## config.mk

```make
export PLATFORM = sky130hd
export DESIGN_NAME = seq_restoring_divider
export DESIGN_NICKNAME = d
export VERILOG_FILES = /design/src/rtl/div_pkg.sv /design/src/rtl/div_step.sv /design/src/rtl/seq_restoring_divider.sv
export SDC_FILE = /design/constraint.sdc
export NUM_CORES = 1
export LEC_CHECK = 0
export CORE_MARGIN = 2
export CORE_UTILIZATION = 26
export DETAILED_ROUTE_END_ITERATION = 8
export PLACE_DENSITY = 0.52
export SYNTH_ARGS = -nofsm -noshare
export SYNTH_HDL_FRONTEND = slang
export SYNTH_SLANG_ARGS = --single-unit
```

## constraint.sdc

```tcl
create_clock -name clk -period 2.38 [get_ports clk]
set_input_delay 0.357 -clock clk [delete_from_list [all_inputs] [get_ports clk]]
set_output_delay 0.357 -clock clk [all_outputs]
set_load 0.01 [all_outputs]
```

## src/rtl/div_pkg.sv

```systemverilog
// Shared types and constants for the sequential restoring divider.
// Holds the FSM state encoding, default widths and a count-width helper.
package div_pkg;

   localparam int DW_DEF = 8;
   localparam int VW_DEF = 4;

   typedef enum logic [1:0] {
      IDLE = 2'd0,
      RUN  = 2'd1,
      DONE = 2'd2
   } state_e;

   function automatic int clog2(input int v);
      int r;
      int x;
      r = 0;
      x = v - 1;
      while (x > 0) begin
         r = r + 1;
         x = x >> 1;
      end
      return r;
   endfunction

endpackage

```

## src/rtl/div_step.sv

```systemverilog
// One restoring-division iteration: shift in a dividend bit, trial
// subtract the divisor, keep the difference only if it is non-negative.
module div_step #(
   parameter int VW = 4
) (
   input  logic [VW:0]   r_i,
   input  logic          bit_i,
   input  logic [VW-1:0] divisor_i,
   output logic [VW:0]   r_o,
   output logic          q_o
);

   logic [VW+1:0] rp;
   logic [VW+1:0] t;

   // r[VW] is always 0 between steps, so widening r' by it is harmless
   always_comb begin
      rp  = {r_i, bit_i};
      t   = rp - {2'b00, divisor_i};
      q_o = ~t[VW+1];
      r_o = q_o ? t[VW:0] : rp[VW:0];
   end

endmodule

```

## src/rtl/seq_restoring_divider.sv

```systemverilog
// Unsigned DW/VW restoring divider, one quotient bit per clock.
// start/busy/done handshake; divide-by-zero returns all ones at once.
module seq_restoring_divider
   import div_pkg::*;
#(
   parameter int DW = DW_DEF,
   parameter int VW = VW_DEF
) (
   input  logic          clk,
   input  logic          rst_n,
   input  logic          start,
   input  logic [DW-1:0] dividend,
   input  logic [VW-1:0] divisor,
   output logic [DW-1:0] quotient,
   output logic [VW-1:0] remainder,
   output logic          busy,
   output logic          done,
   output logic          div_by_zero
);

   localparam int CW = (clog2(DW) < 1) ? 1 : clog2(DW);
   localparam logic [CW-1:0] CNT_INIT = CW'(DW - 1);

   state_e        state_q, state_d;
   logic [DW-1:0] shift_q, shift_d;
   logic [VW:0]   r_q, r_d;
   logic [VW-1:0] dv_q, dv_d;
   logic [CW-1:0] cnt_q, cnt_d;
   logic [DW-1:0] quot_q, quot_d;
   logic [VW-1:0] rem_q, rem_d;
   logic          dbz_q, dbz_d;

   logic [VW:0]   r_nx;
   logic          qbit;
   logic [DW-1:0] shift_nx;

   div_step #(.VW(VW)) u_step (
      .r_i       (r_q),
      .bit_i     (shift_q[DW-1]),
      .divisor_i (dv_q),
      .r_o       (r_nx),
      .q_o       (qbit)
   );

   assign shift_nx = {shift_q[DW-2:0], qbit};

   // Next-state logic: capture, iterate, publish result on entry to DONE
   always_comb begin
      state_d = state_q;
      shift_d = shift_q;
      r_d     = r_q;
      dv_d    = dv_q;
      cnt_d   = cnt_q;
      quot_d  = quot_q;
      rem_d   = rem_q;
      dbz_d   = dbz_q;
      unique case (state_q)
         IDLE: begin
            if (start) begin
               if (divisor != '0) begin
                  shift_d = dividend;
                  dv_d    = divisor;
                  r_d     = '0;
                  cnt_d   = CNT_INIT;
                  dbz_d   = 1'b0;
                  state_d = RUN;
               end else begin
                  quot_d  = '1;
                  rem_d   = '1;
                  dbz_d   = 1'b1;
                  state_d = DONE;
               end
            end
         end
         RUN: begin
            r_d     = r_nx;
            shift_d = shift_nx;
            if (cnt_q == '0) begin
               quot_d  = shift_nx;
               rem_d   = r_nx[VW-1:0];
               state_d = DONE;
            end else begin
               cnt_d = cnt_q - 1'b1;
            end
         end
         DONE: begin
            state_d = IDLE;
         end
         default: begin
            state_d = IDLE;
         end
      endcase
   end

   // State and result registers, cleared asynchronously
   always_ff @(posedge clk or negedge rst_n) begin
      if (!rst_n) begin
         state_q <= IDLE;
         shift_q <= '0;
         r_q     <= '0;
         dv_q    <= '0;
         cnt_q   <= '0;
         quot_q  <= '0;
         rem_q   <= '0;
         dbz_q   <= 1'b0;
      end else begin
         state_q <= state_d;
         shift_q <= shift_d;
         r_q     <= r_d;
         dv_q    <= dv_d;
         cnt_q   <= cnt_d;
         quot_q  <= quot_d;
         rem_q   <= rem_d;
         dbz_q   <= dbz_d;
      end
   end

   assign quotient    = quot_q;
   assign remainder   = rem_q;
   assign busy        = (state_q != IDLE);
   assign done        = (state_q == DONE);
   assign div_by_zero = dbz_q;

endmodule

```

==> metrics.cfg, run 1 <==
[run_status]
status=finished, final reports clean

[drt]
drtPass1Iterations=7
via_per_inst=4.61
vias=1360
drc_errors=0
wl_per_cell_um=13.0
drt-total-wl_um=3820
drtAntennaViolNets=0
dr.first_iter.drc_count=57

[sta]
fin_crit_ps=2230
worst_pin_slew_ps=900
rsz0062_at_grt=no
setup_tns_ps=0
hold_violations=0
slew_viol_final=0
holdWs_ps=470
relSlewSlack_pct=39.8
fin_skew_ps=8.87
period_share_pct=93.7
fmax_mhz=448
finalSetupViolations=0

[global_routing]
grt_usage_pct=10.9
grt_max_degree=36
overflow=0
grt_pass1_wl_um=6380
antenna_found_initial=0
first_global_vias=1336

[cts]
cts_resized=0
insertion_delay_ps=290
htree_levels=2
cts_tree=built
postCtsSetupBuffers=0
clk_pin_slew_ps=80
numCtsBuffers=5
cts_sinks=35
cts_buffer_depth=2
ctsHoldBuffers=0
cts_root_buffer=clkbuf_8

[power]
p_per_area_nw_per_um2=1480
clkPwrFrac_pct=19.2
intPower_w=0.00207
p_seq_share_pct=31.7
swShare_pct=38.9
leakagePower_nw=0.944
power.switching_w=0.00132
p_comb_share_pct=49.2
irDropWorstVdd_v=0.000728

[synth]
ys.flop_type=dfrtp_1
yosysUniqueCellTypes=35
syn_inst=184
yosysTopAreaCellShare_pct=49.8
yosys_warnings=0
async_flop_share_pct=100
yosys.area.top_type=dfrtp_1
synth.top_cells.by_area=dfrtp_1 (50%), nor2_1 (6.0%), a21oi_2 (5.5%), nand2_1 (5.1%), ha_1 (4.3%)
syn-num-nets=206
synth.yosys.seq_area_share_pct=49.8
synth_seq_cells=35
syn_area_um2=1760
synth_edf_count=0
avgSynthCellArea_um2=9.57

[setup_path]
crit_type=flip-flop to flip-flop
worst-path-buf-inv=0
critPathLaunchType=flip-flop
cp_max_fo=7
max_stage_delay_ps=440
cp.required_ps=2590
slowest_stage=o2111ai_2
cp.arrival_ps=2440
end_kind=flip-flop
path_delay_family=compound AO/OA/AOI/OAI gates
cp_cell_sequence=ha_1 -> nor2b_1 -> o31a_1 -> o2111ai_2 -> mux2_2 -> o21ai_0

[place]
gp_congestion=0.709
dp_cells=287
io_buffers=29
placed_area_um2=2150
hpwlAfterDp_um=2710

[die]
fp.dieW_um=86.3
io_pins=30
num_rows=29
die_area_um2=7450
chipHeight_um=86.3
coreArea_um2=6460
start_util_pct=27.3

[layout]
post-route-util_pct=35.4
syn2layout_area_growth_pct=30.0
ff_latch_area_um2=876
fill_cells=685
antenna_cells=0
final_cell_area_um2=2290
final_layout_size_suffix_gt1_share_pct=14.7
final_common_cell=dfrtp_1
finalNonFillerCells=295
fin_nets=239
mostFrequentLayoutCells=dfrtp_1 (35), clkdlybuf4s50_1 (29), nor2_1 (28)
multi_input_comb_area_um2=810

[flow_run]
cap_viol_max_count=0

[min_path]
hold_path_class=flip-flop to flip-flop

[through the flow]
step / power, W / setup WS, ps
after floorplan: 0.00221 / 372
after global placement: 0.00275 / -12.6
after detailed placement: 0.00276 / -24.3
after CTS: 0.00343 / 148
after global routing: 0.00367 / 28.1
final: 0.00339 / 150
[final timing paths]
| path | start | cells after the start | slack, ps | endpoint |
|---|---|---|---|---|
| max | r_q[0]$_DFFE_PN0P_ | 6 | 150 | r_q[0]$_DFFE_PN0P_ |
| min | cnt_q[0]$_DFFE_PN0P_ | 1 | 470 | cnt_q[0]$_DFFE_PN0P_ |
| max reg2reg | r_q[0]$_DFFE_PN0P_ | 6 | 150 | r_q[0]$_DFFE_PN0P_ |
| min reg2reg | cnt_q[0]$_DFFE_PN0P_ | 1 | 470 | cnt_q[0]$_DFFE_PN0P_ |
| max in group asynchronous | rst_n | 2 | 1570 | shift_q[0]$_DFFE_PN0P_ |
| min in group asynchronous | rst_n | 2 | 480 | dv_q[0]$_DFFE_PN0P_ |
[worst register-to-register path, cell delays in order, from the launching register on]
cell and delay (ps):
dfrtp_1 430, ha_1 300, nor2b_1 150, o31a_1 280, o2111ai_2 440, mux2_2 420, o21ai_0 140
[routing by layer]
| metal | vias to the layer above | wire (µm) | GRT usage, % |
|---|---|---|---|
| li1 | 700 | - | - |
| met1 | 638 | 1960 | 15.4 |
| met2 | 17 | 1710 | 16.6 |
| met3 | 5 | 103 | 2.76 |
| met4 | 0 | 49 | 3.41 |
| met5 | - | 0 | 0 |
[power by group through the flow]
stage	Combinational [W]	Clock, W	Sequential [W]
floorplan	0.00114	0	0.00108
global placement	0.00166	0	0.00109
detailed placement	0.00167	0	0.00109
CTS	0.00169	0.000663	0.00108
global route	0.00186	0.000694	0.00112
finish	0.00167	0.000650	0.00107
[cells in the mapped netlist, types with 2 or more instances]
master,count
dfrtp_1,35
nor2_1,28
nand2_1,24
o21ai_0,15
a21oi_2,11
a31oi_1,8
inv_1,8
a21oi_1,6
clkbuf_1,6
ha_1,6
nor2b_1,5
a211o_1,2
buf_6,2
mux2_2,2
mux2i_1,2
nor2_2,2
nor3_1,2
o211ai_1,2
o21a_1,2
[sequential cells by signal (all words and copies together), names as in the netlist]
signal	count
quotient	8
shift_q	8
r_q	5
dv_q	4
remainder	4
cnt_q	3
state_q	2
div_by_zero	1
[kinds of logic (layout without fill, tap and decap cells)]
| group | after synthesis | in the layout | share of synthesized area [%] |
|---|---|---|---|
| simple gates | 71 | 71 | 18.3 |
| compound gates | 50 | 50 | 19.3 |
| flops | 35 | 35 | 49.8 |
| buf+inv | 16 | 50 | 4.26 |
| fa+ha+maj | 7 | 7 | 5.40 |
| mux | 4 | 4 | 2.42 |
| xor+xnor | 1 | 1 | 0.498 |
[cell type report]
type	instances	area share, %
repair buffers	34	14.9
clock buffers	5	3.01
well taps	77	4.21
multi-input cells	133	35.4
inverters	8	1.31
flip-flops and latches	35	38.3
clock inverters	3	2.95
No activity file was read; power rests on OpenSTA's default activity.
==> inputs of run 2 (changes only) <==
--- a/config.mk
+++ b/config.mk
@@ -9,6 +9,7 @@
 export CORE_UTILIZATION = 26
 export DETAILED_ROUTE_END_ITERATION = 8
 export PLACE_DENSITY = 0.52
+export SLEW_MARGIN = 10
 export SYNTH_ARGS = -nofsm -noshare
 export SYNTH_HDL_FRONTEND = slang
 export SYNTH_SLANG_ARGS = --single-unit
==> results of run 2 <==
Final layout, timing and power as in run 1 (identical DEF).
